--- config.mk ---
export PLATFORM = sky130hd
export DESIGN_NAME = cmd_decoder
export DESIGN_NICKNAME = d
export VERILOG_FILES = /design/src/rtl/cmd_decoder.sv
export SDC_FILE = /design/constraint.sdc
export NUM_CORES = 1
export LEC_CHECK = 0
export CORE_UTILIZATION = 24
export CTS_BUF_LIST = sky130_fd_sc_hd__clkbuf_8
export DETAILED_ROUTE_END_ITERATION = 6
export PLACE_DENSITY = 0.53
export RECOVER_POWER = 100
export SLEW_MARGIN = 5
export SYNTH_ARGS = -nofsm -noshare
export SYNTH_HDL_FRONTEND = slang
export SYNTH_SLANG_ARGS = --single-unit
--- constraint.sdc ---
create_clock -name clk -period 7.1 [get_ports clk]
set_clock_uncertainty 0.1 [all_clocks]
set_input_delay 0.71 -clock clk [delete_from_list [all_inputs] [get_ports clk]]
set_output_delay 0.71 -clock clk [all_outputs]
set_load 0.01 [all_outputs]
--- src/rtl/cmd_decoder.sv ---
// Host command decoder: parses the rx FIFO byte stream into settings-register writes,
// busy-gated start pulses, config words and register read-backs.
module cmd_decoder #(
  parameter int unsigned NUM_REGS       = 4,
  parameter int unsigned REG_W          = 8,
  parameter int unsigned NUM_TOGGLES    = 4,
  parameter int unsigned TIMEOUT_CYCLES = 1 << 20
) (
  input  logic                      clk,
  input  logic                      rst_n,
  input  logic [7:0]                rx_rdata,
  input  logic                      rx_rempty,
  output logic                      rx_rinc,
  input  logic [NUM_TOGGLES-1:0]    busy,
  output logic [NUM_TOGGLES-1:0]    toggle,
  output logic [15:0]               word_out,
  output logic                      word_strobe,
  input  logic                      word_busy,
  output logic [NUM_REGS*REG_W-1:0] regs_flat,
  output logic                      resp_valid,
  input  logic                      resp_ready,
  output logic [15:0]               resp_data,
  output logic                      soft_rst,
  output logic                      err,
  output logic [7:0]                err_count
);
  localparam int unsigned TimerW = $clog2(TIMEOUT_CYCLES + 1);

  typedef enum logic [2:0] {StIdle, StDecode, StPayload, StExec, StWaitBusy, StResp} state_e;

  state_e                         state_q, state_d;
  logic [7:0]                     cmd_q, cmd_d;
  logic [1:0]                     cnt_q, cnt_d;
  logic [23:0]                    pay_q, pay_d;
  logic [TimerW-1:0]              timer_q, timer_d;
  logic [NUM_REGS-1:0][REG_W-1:0] regs_q, regs_d;
  logic [NUM_TOGGLES-1:0]         toggle_q, toggle_d;
  logic [15:0]                    word_q, word_d;
  logic                           strobe_q, strobe_d;
  logic                           rv_q, rv_d;
  logic [15:0]                    rdata_q, rdata_d;
  logic                           soft_q, soft_d;
  logic                           err_q, err_d;
  logic [7:0]                     errc_q, errc_d;

  logic                   is_reset, is_toggle, is_write, is_read, is_word;
  logic [3:0]             tog_idx;
  logic                   tog_ok;
  logic [NUM_TOGGLES-1:0] tog_sel;
  logic                   gate_busy;
  logic [7:0]             addr;
  logic                   addr_ok;
  logic [REG_W-1:0]       rd_val;
  logic [15:0]            rd_ext;
  logic                   timed_out;
  logic                   fire;
  logic                   raise_err;

  assign is_reset  = (cmd_q == 8'h01);
  assign is_toggle = (cmd_q[7:4] == 4'h1);
  assign is_write  = (cmd_q == 8'h20);
  assign is_read   = (cmd_q == 8'h21);
  assign is_word   = (cmd_q == 8'h22);
  assign tog_idx   = cmd_q[3:0];
  assign tog_ok    = (32'(tog_idx) < NUM_TOGGLES);
  // WRITE shifts in {addr,msb,lsb}; READ leaves its single addr byte at the bottom.
  assign addr      = is_write ? pay_q[23:16] : pay_q[7:0];
  assign addr_ok   = (32'(addr) < NUM_REGS);
  assign timed_out = (timer_q == TimerW'(TIMEOUT_CYCLES - 1));
  assign rd_ext    = 16'(rd_val);
  assign gate_busy = is_toggle ? |(busy & tog_sel) : word_busy;

  always_comb begin
    tog_sel = '0;
    for (int unsigned i = 0; i < NUM_TOGGLES; i++) tog_sel[i] = (32'(tog_idx) == i);
    rd_val = '0;
    for (int unsigned i = 0; i < NUM_REGS; i++) begin
      if (32'(addr) == i) rd_val = regs_q[i];
    end
  end

  always_comb begin
    state_d   = state_q;
    cmd_d     = cmd_q;
    cnt_d     = cnt_q;
    pay_d     = pay_q;
    timer_d   = timer_q;
    regs_d    = regs_q;
    toggle_d  = '0;
    word_d    = word_q;
    strobe_d  = 1'b0;
    rv_d      = rv_q;
    rdata_d   = rdata_q;
    soft_d    = 1'b0;
    err_d     = 1'b0;
    errc_d    = errc_q;
    rx_rinc   = 1'b0;
    fire      = 1'b0;
    raise_err = 1'b0;

    unique case (state_q)
      StIdle: begin
        if (!rx_rempty) begin
          rx_rinc = 1'b1;
          cmd_d   = rx_rdata;
          state_d = StDecode;
        end
      end
      StDecode: begin
        if (is_reset || (is_toggle && tog_ok)) begin
          cnt_d   = 2'd0;
          state_d = StExec;
        end else if (is_write) begin
          cnt_d   = 2'd3;
          state_d = StPayload;
        end else if (is_read) begin
          cnt_d   = 2'd1;
          state_d = StPayload;
        end else if (is_word) begin
          cnt_d   = 2'd2;
          state_d = StPayload;
        end else begin
          raise_err = 1'b1;
        end
      end
      StPayload: begin
        if (!rx_rempty) begin
          rx_rinc = 1'b1;
          pay_d   = {pay_q[15:0], rx_rdata};
          cnt_d   = cnt_q - 2'd1;
          if (cnt_q == 2'd1) state_d = StExec;
        end else if (timed_out) begin
          raise_err = 1'b1;
        end else begin
          timer_d = timer_q + 1'b1;
        end
      end
      StExec: begin
        state_d = StIdle;
        if (is_reset) begin
          soft_d = 1'b1;
          regs_d = '0;
        end else if (is_write) begin
          if (addr_ok) begin
            for (int unsigned i = 0; i < NUM_REGS; i++) begin
              if (32'(addr) == i) regs_d[i] = pay_q[REG_W-1:0];
            end
          end else begin
            raise_err = 1'b1;
          end
        end else if (is_read) begin
          if (addr_ok) begin
            rv_d    = 1'b1;
            rdata_d = (REG_W <= 8) ? {addr, rd_ext[7:0]} : rd_ext;
            state_d = StResp;
          end else begin
            raise_err = 1'b1;
          end
        end else if (!gate_busy) begin
          fire = 1'b1;
        end else begin
          state_d = StWaitBusy;
        end
      end
      StWaitBusy: begin
        if (!gate_busy) begin
          fire    = 1'b1;
          state_d = StIdle;
        end else if (timed_out) begin
          raise_err = 1'b1;
        end else begin
          timer_d = timer_q + 1'b1;
        end
      end
      StResp: begin
        if (resp_ready) begin
          rv_d    = 1'b0;
          state_d = StIdle;
        end
      end
      default: state_d = StIdle;
    endcase

    if (fire) begin
      if (is_toggle) begin
        toggle_d = tog_sel;
      end else begin
        word_d   = pay_q[15:0];
        strobe_d = 1'b1;
      end
    end

    if (raise_err) begin
      err_d   = 1'b1;
      errc_d  = (errc_q == 8'hFF) ? errc_q : errc_q + 8'd1;
      state_d = StIdle;
    end

    // The idle timer measures stalls only: any pop or state change restarts it.
    if (rx_rinc || (state_d != state_q)) timer_d = '0;
  end

  always_ff @(posedge clk or negedge rst_n) begin
    if (!rst_n) begin
      state_q  <= StIdle;
      cmd_q    <= '0;
      cnt_q    <= '0;
      pay_q    <= '0;
      timer_q  <= '0;
      regs_q   <= '0;
      toggle_q <= '0;
      word_q   <= '0;
      strobe_q <= 1'b0;
      rv_q     <= 1'b0;
      rdata_q  <= '0;
      soft_q   <= 1'b0;
      err_q    <= 1'b0;
      errc_q   <= '0;
    end else begin
      state_q  <= state_d;
      cmd_q    <= cmd_d;
      cnt_q    <= cnt_d;
      pay_q    <= pay_d;
      timer_q  <= timer_d;
      regs_q   <= regs_d;
      toggle_q <= toggle_d;
      word_q   <= word_d;
      strobe_q <= strobe_d;
      rv_q     <= rv_d;
      rdata_q  <= rdata_d;
      soft_q   <= soft_d;
      err_q    <= err_d;
      errc_q   <= errc_d;
    end
  end

  assign toggle      = toggle_q;
  assign word_out    = word_q;
  assign word_strobe = strobe_q;
  assign regs_flat   = regs_q;
  assign resp_valid  = rv_q;
  assign resp_data   = rdata_q;
  assign soft_rst    = soft_q;
  assign err         = err_q;
  assign err_count   = errc_q;

endmodule

==> results.sh, run 1 <==
export IMPL_syn_nets=593
export IMPL_critPathSlowestCell="clkbuf_1"
export IMPL_endpoint_kind="async pin"
export IMPL_dominantRegCellSynth="dfrtp_1"
export IMPL_wirelength_um=16000
export IMPL_max_vdd_ir_drop_mv=0.100
export IMPL_rsz0062_at_grt="no"
export IMPL_post_drt_wl_per_cell_um=15.8
export IMPL_worstSetupStartpointType="input port"
export IMPL_ys_warn_count=0
export IMPL_slew_headroom_pct=-111
export IMPL_arrival_ns=3.66
export IMPL_path_delay_family="buffers and inverters"
export IMPL_cp_required_ns=6.85
export IMPL_cts_tree="done"
export IMPL_final_max_slew_viol_count=69
export IMPL_vias=4560
export IMPL_synth_top_cell_area_share_pct=55.9
export IMPL_fillCellCount=2630
export IMPL_synth_fa_ha_area_share_pct=0.607
export IMPL_grt_overflow_total=0
export IMPL_post_cts_resized=0
export IMPL_rr_worst_depth=7
export IMPL_io_buffers=97
export IMPL_synth_compound_area_share_pct=8.01
export IMPL_fin_nets=689
export IMPL_synth_edff_count=0
export IMPL_hold_buffers=0
export IMPL_register_area_um2=3450
export IMPL_vias_per_cell=4.51
export IMPL_setup_tns_final_ns=0
export IMPL_die_h_um=162
export IMPL_violations="max-capacitance violations, max-slew violations"
export IMPL_r2r_start="cmd_q[0]$_DFFE_PN0P_"
export IMPL_synth_area_um2=6180
export IMPL_die_area_um2=26400
export IMPL_ys_types=53
export IMPL_track_usage_pct=12.6
export IMPL_slowest_delay_ns=2.29
export IMPL_synth_simple_area_share_pct=18.7
export IMPL_drtPass1Iterations=5
export IMPL_place_gp_congestion=0.766
export IMPL_drtIter0Drc=256
export IMPL_status="finished with violations"
export IMPL_worst_slew_pin_slew_ns=3.16
export IMPL_synth_common_cells="dfrtp_1, nand2_1, nor2_1"
export IMPL_final_hold_viol_count=0
export IMPL_route_detailed_drc=0
export IMPL_r2r_end="resp_data[9]$_DFFE_PN0P_"
export IMPL_synthTopCellsByArea="dfrtp_1, mux2_2, nand2_1"
export IMPL_synth_top_family_by_area="simple AND/OR/NAND/NOR gates"
export IMPL_synthCells=573
export IMPL_grt_max_degree=82
export IMPL_multi_input_area_um2=2550
export IMPL_finalCritPeriodShare_pct=55.1
export IMPL_cellLeakagePower_nw=3.61
export IMPL_min_path_type="input port to async pin"
export IMPL_drive_above_1_share_pct=13.5
export IMPL_power_density_nw_per_um2=283
export IMPL_start_util_pct=24.5
export IMPL_path_class="input port to async pin"
export IMPL_grt_pass1_vias=4462
export IMPL_root_buffer="clkbuf_8"
export IMPL_path_cells="buf_6, clkbuf_1"
export IMPL_synth_xor_area_share_pct=3.68
export IMPL_synth_most_common_cell="dfrtp_1"
export IMPL_grt_pass1_wl_um=25600
export IMPL_yosysTopAreaCell="dfrtp_1"
export IMPL_ant_nets=0
export IMPL_clk_path_buf_depth=2
export IMPL_fin_crit_ns=3.91
export IMPL_rows=58
export IMPL_maxCapViolations=2
export IMPL_antenna_found_initial=0
export IMPL_cts_sinks=138
export IMPL_setup_violations_final=0
export IMPL_r2r_slack_ns=3.42
export IMPL_cts_clk_slew_worst_paths_ns=0.08
export IMPL_cp_num_buf_inv=2
export IMPL_post_cts_setup_buffer_count=0
export IMPL_num_antenna_cells=0
export IMPL_cp_max_fo=81
export IMPL_insertion_delay_ns=0.45
export IMPL_core_region_area_um2=25300
export IMPL_muxShareOfSynthArea_pct=10.9
export IMPL_ioPinCount=98
export IMPL_detailed_place_hpwl_um=11100
export IMPL_ys_seq_area_share_pct=55.9
export IMPL_cts_htree_levels=4
export IMPL_avgSynthCellArea_um2=10.8
export IMPL_synthArstFlopShare_pct=100
export IMPL_numCtsBuffers=17
export IMPL_hold_ws_ns=0.190
export IMPL_synth_seq_cells=138
export IMPL_area_delta_synth_final_pct=26.6
export IMPL_fmax_ghz=0.255
export IMPL_die_w_um=162
## worst reg2reg max path: stages, from the launching register on
cell      delay (ns)
dfrtp_1         0.49
or3b_1          0.47
or3_1           0.41
nor3_1          0.57
nand2_1         0.14
nor2_2          0.10
clkbuf_1        0.87
mux2_2          0.43
## sequential cells by signal, summed over array words and instances (netlist names), 3 cells and up
| signal | count |
|---|---|
| cmd_q | 8 |
| err_count | 8 |
| pay_q | 24 |
| regs_flat | 32 |
| resp_data | 16 |
| state_q | 3 |
| timer_q | 21 |
| toggle | 4 |
| word_out | 16 |
## logic make-up (layout without fill, tap and decap cells)
family,Yosys count,after routing
DFF,138,138
muxes,61,61
xor gates and xnor gates,26,26
AOI/OAI and AO/OA,75,75
adders and majority gates,3,3
buffers and inverters,32,141
and+or+nand+nor,238,238
## routing by layer
metal	track usage [%]	wire, µm	share of wire [%]	vias to the layer above
li1	-	-	-	2203
met1	18.4	8180	51	2261
met2	18.5	7120	44	91
met3	2.85	598	3.7	5
met4	3.73	133	0.83	0
met5	0	0	0	-
## layout make-up
| cell class | instances | share of cell area (%) |
|---|---|---|
| clock buffers | 17 | 2.99 |
| clock inverters | 15 | 1.98 |
| inverters | 8 | 0.384 |
| multi-input cells | 403 | 32.6 |
| flip-flops and latches | 138 | 44.1 |
| well taps | 330 | 5.28 |
| repair buffers | 101 | 12.6 |
## cells in the final DEF, fill, tap and decap left out, types with 6 or more instances in the layout
| cell | count |
|---|---|
| a221oi_1 | 8 |
| dfrtp_1 | 138 |
| and3_1 | 8 |
| nand4_1 | 8 |
| nand2_1 | 77 |
| nand3_1 | 20 |
| o21ai_0 | 29 |
| mux2i_1 | 12 |
| a22o_1 | 8 |
| nor3_1 | 16 |
| clkbuf_8 | 17 |
| nor2_1 | 57 |
| clkdlybuf4s50_1 | 14 |
| mux2_2 | 47 |
| xnor2_1 | 24 |
| nor4_1 | 15 |
| a21oi_1 | 14 |
| dlygate4sd3_1 | 82 |
| inv_1 | 8 |
| inv_6 | 6 |
| nor2b_1 | 8 |
## worst max-delay path by stage
| stage | startpoint | cells past startpoint | slack [ns] | to |
|---|---|---|---|---|
| floorplan | cmd_q[1]$_DFFE_PN0P_ | 8 | 4.64 | resp_data[0]$_DFFE_PN0P_ |
| global placement | busy[3] | 7 | 3.98 | timer_q[17]$_DFFE_PN0P_ |
| detailed placement | busy[3] | 7 | 3.90 | timer_q[7]$_DFFE_PN0P_ |
| CTS | cmd_q[1]$_DFFE_PN0P_ | 5 | 4.06 | resp_data[2]$_DFFE_PN0P_ |
| global route | rst_n | 2 | 2.40 | regs_flat[2]$_DFFE_PN0P_ |
| finish | rst_n | 2 | 3.19 | pay_q[5]$_DFFE_PN0P_ |
## power by group
part | leakage, nW | total, W | internal [W] | switching (W)
combinational | 1.54 | 0.000461 | 0.000228 | 0.000233
sequential | 1.87 | 0.00112 | 0.000909 | 0.000208
clock | 0.198 | 0.000637 | 0.000291 | 0.000346
total | 3.61 | 0.00221 | 0.00143 | 0.000786
## through the flow
step / power [W] / setup slack [ns] / utilization, % / instances / area (µm²)
floorplan: 0.00138 / 4.64 / - / 573 / 6180
global placement: 0.00163 / 3.98 / 29.7 / 980 / 7490
detailed placement: 0.00163 / 3.90 / 29.7 / 980 / 7490
CTS: 0.00228 / 4.06 / 31.2 / 1012 / 7880
global route: 0.00236 / 2.40 / 31.0 / 1012 / 7820
finish: 0.00221 / 3.19 / 31.0 / 1012 / 7820
Note: power is estimated with default switching activity, not from simulation.
==> inputs of run 2 (changes only) <==
- PLACE_DENSITY: 0.53 -> 0.54
- clock period: 7.1 -> 3.51 ns (I/O delays scaled with it)
==> results.sh, run 2 (same netlist as run 1, synthesis figures left out) <==
export IMPL_root_buffer="clkbuf_8"
export IMPL_critPathSlowestCell="nor2_2"
export IMPL_antenna_found_initial=0
export IMPL_worst_slack_ns=0.475
export IMPL_mostFrequentLayoutCells="dfrtp_1, dlygate4sd3_1, nand2_1"
export IMPL_post_drt_wl_per_cell_um=15.9
export IMPL_worstSetupStartpointType="flip-flop"
export IMPL_die_area_um2=26400
export IMPL_final_hold_viol_count=0
export IMPL_rows=58
export IMPL_min_path_type="flip-flop to flip-flop"
export IMPL_min_path_cells=1
export IMPL_cellLeakagePower_nw=3.67
export IMPL_cts_clk_slew_worst_paths_ns=0.08
export IMPL_endpoint_kind="flip-flop"
export IMPL_grt_pass1_wl_um=26300
export IMPL_setup_tns_final_ns=0
export IMPL_vias=4577
export IMPL_clk_path_buf_depth=2
export IMPL_slowest_delay_ns=0.80
export IMPL_power_density_nw_per_um2=574
export IMPL_fillCellCount=2614
export IMPL_insertion_delay_ns=0.45
export IMPL_r2r_end="resp_data[9]$_DFFE_PN0P_"
export IMPL_r2r_start="cmd_q[0]$_DFFE_PN0P_"
export IMPL_cp_max_fo=27
export IMPL_instances_no_fill=1022
export IMPL_cts_tree="done"
export IMPL_grt_pass1_vias=4666
export IMPL_cp_num_buf_inv=0
export IMPL_cts_htree_levels=4
export IMPL_violations="max-capacitance violations, max-slew violations"
export IMPL_drive_above_1_share_pct=15.2
export IMPL_fin_crit_ns=3.03
export IMPL_final_max_slew_viol_count=72
export IMPL_largest_reg_flops=32
export IMPL_dpl_cell_area_um2=7560
export IMPL_die_w_um=162
export IMPL_max_vdd_ir_drop_mv=0.215
export IMPL_cp_required_ns=3.75
export IMPL_track_usage_pct=13.1
export IMPL_rr_worst_depth=6
export IMPL_finalInstanceArea_um2=7930
export IMPL_path_delay_family="simple AND/OR/NAND/NOR gates"
export IMPL_r2r_slack_ns=0.48
export IMPL_drtIter0Drc=348
export IMPL_grt_max_degree=72
export IMPL_wirelength_um=16300
export IMPL_area_delta_synth_final_pct=28.3
export IMPL_path_cells="or3b_1, or3_1, nor3_1, nand2_1, nor2_2, mux2_2"
export IMPL_slew_headroom_pct=-22.9
export IMPL_start_util_pct=24.5
export IMPL_fmax_ghz=0.330
export IMPL_ant_nets=0
export IMPL_place_gp_congestion=0.757
export IMPL_rsz0062_at_grt="no"
export IMPL_detailed_place_hpwl_um=11300
export IMPL_maxCapViolations=1
export IMPL_drtPass1Iterations=4
export IMPL_cp_depth=6
export IMPL_numCtsBuffers=17
export IMPL_route_detailed_drc=0
export IMPL_core_region_area_um2=25300
export IMPL_path_class="flip-flop to flip-flop"
export IMPL_io_buffers=97
export IMPL_endpoint="resp_data[9]$_DFFE_PN0P_"
export IMPL_final_common_cell="dfrtp_1"
export IMPL_grt_overflow_total=0
export IMPL_fin_nets=699
export IMPL_place_worst_setup_slack_ns=0.477
export IMPL_report_power_total_w=0.00455
export IMPL_cts_sinks=138
export IMPL_worst_slew_pin_slew_ns=1.84
export IMPL_place_inst=989
export IMPL_die_h_um=162
export IMPL_ioPinCount=98
export IMPL_num_antenna_cells=0
export IMPL_finalCritPeriodShare_pct=86.5
export IMPL_vias_per_cell=4.48
export IMPL_status="finished with violations"
export IMPL_setup_violations_final=0
export IMPL_worstSetupStartpoint="cmd_q[0]$_DFFE_PN0P_"
export IMPL_arrival_ns=3.27
export IMPL_post_cts_setup_buffer_count=0
[run 2: changes by cell type in the layout (fill, tap and decap cells not counted), moves of 2 or more]
cell	change
buf_4	+6
inv_6	-2
clkbuf_2	+5
inv_8	-3
clkinv_4	+2
[run 2: final cells by class]
cell class / instances / area (µm²) / area share (%)
inverter: 8 / 30.0 / 0.379
clock inverter: 14 / 164 / 2.07
tap: 330 / 413 / 5.21
sequential: 138 / 3450 / 43.5
clock buffer: 18 / 248 / 3.12
multi-input combinational: 403 / 2570 / 32.4
timing repair buffer: 111 / 1050 / 13.3
[run 2: what timing repair did]
action | 4_1_cts | 5_1_grt
endpoints found under the setup margin | 0 | 0
hold buffers | 1 | 0
gates resized for setup | 0 | 0
hold endpoints to repair | 68 | 0
[run 2: worst min-delay path by stage]
stage | from | to | slack [ns]
floorplan | rst_n | cmd_q[0]$_DFFE_PN0P_ | -0.04
global placement | rst_n | resp_data[12]$_DFFE_PN0P_ | 0.32
detailed placement | rst_n | resp_data[12]$_DFFE_PN0P_ | 0.32
CTS | rx_rdata[1] | cmd_q[1]$_DFFE_PN0P_ | 0.36
global route | rx_rdata[1] | cmd_q[1]$_DFFE_PN0P_ | 0.39
finish | err_count[7]$_DFFE_PN0P_ | err_count[7]$_DFFE_PN0P_ | 0.39
[run 2: report_power, final]
group	internal (W)	leakage, nW	switching [W]
registers	0.00184	1.87	0.000385
clock network	0.000666	0.213	0.000681
logic	0.000478	1.59	0.000501
[run 2: routing by layer]
layer,GRT usage [%],vias to the layer above,part of all wire [%]
met2,19.8,93,45
met4,4.25,0,1.3
met1,17.8,2239,48
li1,-,2234,-
met3,3.74,11,5.2
met5,0,-,0
[run 2: metrics by stage]
step	hold slack (ns)	utilization, %
detailed placement	0.319	29.9
finish	0.393	31.4
floorplan	-0.0446	-
global route	0.388	31.4
CTS	0.356	31.6
global placement	0.319	29.9
==> inputs of run 3 (changes only) <==
- CORE_UTILIZATION: 24 -> 50
- CTS_BUF_LIST: sky130_fd_sc_hd__clkbuf_8 -> sky130_fd_sc_hd__clkbuf_4 sky130_fd_sc_hd__clkbuf_8
- PLACE_DENSITY: 0.54 -> 0.89
==> results.sh, run 3 (same netlist as run 1, synthesis figures left out) <==
export IMPL_status="finished with violations"
export IMPL_violations="max-capacitance violations, max-slew violations"
export IMPL_rsz0062_at_grt="no"
export IMPL_final_common_cell="dfrtp_1"
export IMPL_cp_required_ns=3.78
export IMPL_die_area_um2=12800
export IMPL_mostFrequentLayoutCells="dfrtp_1, dlygate4sd3_1, nand2_1"
export IMPL_rr_worst_depth=8
export IMPL_start_util_pct=51.5
export IMPL_worst_slew_pin_slew_ns=1.66
export IMPL_worstSetupStartpointType="flip-flop"
export IMPL_worstSetupStartpoint="cmd_q[0]$_DFFE_PN0P_"
export IMPL_dpl_cell_area_um2=7310
export IMPL_setup_violations_final=0
export IMPL_final_hold_viol_count=0
export IMPL_grt_pass1_wl_um=24900
export IMPL_cp_num_buf_inv=1
export IMPL_setup_tns_final_ns=0
export IMPL_detailed_place_hpwl_um=10400
export IMPL_report_power_total_w=0.00472
export IMPL_path_class="flip-flop to flip-flop"
export IMPL_min_path_type="flip-flop to flip-flop"
export IMPL_post_drt_wl_per_cell_um=18.2
export IMPL_vias_per_cell=5.82
export IMPL_drive_above_1_share_pct=13.8
export IMPL_rows=40
export IMPL_drtIter0Drc=329
export IMPL_slew_headroom_pct=-10.9
export IMPL_path_delay_family="simple AND/OR/NAND/NOR gates"
export IMPL_post_cts_resized=0
export IMPL_fmax_ghz=0.322
export IMPL_area_delta_synth_final_pct=25.0
export IMPL_wirelength_um=15200
export IMPL_finalInstanceArea_um2=7730
export IMPL_multi_input_area_um2=2560
export IMPL_clk_path_buf_depth=2
export IMPL_fin_crit_ns=3.11
export IMPL_drtPass1Iterations=5
export IMPL_grt_pass1_vias=4987
export IMPL_r2r_start="cmd_q[0]$_DFFE_PN0P_"
export IMPL_largest_reg_flops=32
export IMPL_gr_usage_met3_pct=6.59
export IMPL_core_region_area_um2=12000
export IMPL_max_vdd_ir_drop_mv=0.242
export IMPL_use_met2_pct=41.2
export IMPL_ant_nets=0
export IMPL_numCtsBuffers=17
export IMPL_track_usage_pct=25.2
export IMPL_vias=4873
export IMPL_maxCapViolations=2
export IMPL_io_buffers=97
export IMPL_post_cts_setup_buffer_count=0
export IMPL_grt_max_degree=67
export IMPL_arrival_ns=3.38
export IMPL_cp_depth=8
export IMPL_place_gp_congestion=0.874
export IMPL_hold_buffers=1
export IMPL_fillCellCount=946
export IMPL_critPathSlowestCell="nor2_2"
export IMPL_finalCritPeriodShare_pct=88.5
export IMPL_ioPinCount=98
export IMPL_num_antenna_cells=0
export IMPL_cts_tree="done"
export IMPL_antenna_found_initial=0
export IMPL_cp_max_fo=16
export IMPL_die_h_um=113
export IMPL_hold_ws_ns=0.392
export IMPL_endpoint="resp_data[4]$_DFFE_PN0P_"
export IMPL_route_detailed_drc=0
export IMPL_cts_clk_slew_worst_paths_ns=0.08
export IMPL_busiest_layer="met2"
export IMPL_fin_nets=697
export IMPL_register_area_um2=3450
export IMPL_die_w_um=113
export IMPL_grt_overflow_total=0
export IMPL_insertion_delay_ns=0.45
export IMPL_cellLeakagePower_nw=3.67
export IMPL_path_cells="or3b_1, or3_1, nor3_1, nand2_1, nor2_2, buf_4, nor2_1, a21oi_1"
export IMPL_met1_usage_pct=31.8
export IMPL_cts_sinks=138
export IMPL_power_density_nw_per_um2=611
export IMPL_endpoint_kind="flip-flop"
export IMPL_final_max_slew_viol_count=67
export IMPL_slowest_delay_ns=0.55
export IMPL_r2r_slack_ns=0.40
export IMPL_root_buffer="clkbuf_8"
export IMPL_r2r_end="resp_data[4]$_DFFE_PN0P_"
export IMPL_cts_htree_levels=4
==> run 3: cell count changes in the layout (fill, tap and decap cells not counted), moves of 2 or more <==
cell	before	now
clkbuf_1	3	7
buf_4	6	3
mux2_2	48	44
clkbuf_2	5	2
o21ai_0	29	27
o21ai_1	2	4
bufinv_16	2	5
mux2_1	0	4
==> run 3: layout make-up <==
type,count,share of cell area (%)
clock buffers,17,3.03
clock inverters,15,3.06
inverters,8,0.389
multi-input cells,403,33.1
flip-flops and latches,138,44.7
well taps,147,2.38
repair buffers,109,13.3
==> run 3: report_power, final <==
group / internal [W] / switching (W)
sequential: 0.00184 / 0.000418
clock: 0.000859 / 0.000648
combinational: 0.000470 / 0.000488
==> run 3: worst min path at each step <==
stage / startpoint / to / slack (ns) / cells past startpoint
after floorplan: rst_n / cmd_q[0]$_DFFE_PN0P_ / -0.04 / 0
after global placement: err_count[5]$_DFFE_PN0P_ / err_count[5]$_DFFE_PN0P_ / 0.38 / 1
after detailed placement: resp_data[11]$_DFFE_PN0P_ / resp_data[11]$_DFFE_PN0P_ / 0.39 / 1
after CTS: rx_rdata[1] / cmd_q[1]$_DFFE_PN0P_ / 0.37 / 3
after global routing: err_count[5]$_DFFE_PN0P_ / err_count[5]$_DFFE_PN0P_ / 0.42 / 1
final: err_count[5]$_DFFE_PN0P_ / err_count[5]$_DFFE_PN0P_ / 0.39 / 1
==> run 3: routing by layer <==
layer / vias up / wire [µm]
met3: 32 / 996
li1: 2228 / -
met4: 0 / 356
met5: - / 0
met2: 213 / 7450
met1: 2400 / 6400
==> run 3: stage by stage <==
stage / setup WS (ns) / utilization (%) / cells
floorplan: 1.05 / - / 573
global placement: 0.675 / 60.9 / 804
detailed placement: 0.588 / 60.9 / 804
CTS: 0.537 / 64.9 / 837
global route: 0.183 / 64.3 / 837
finish: 0.403 / 64.3 / 837
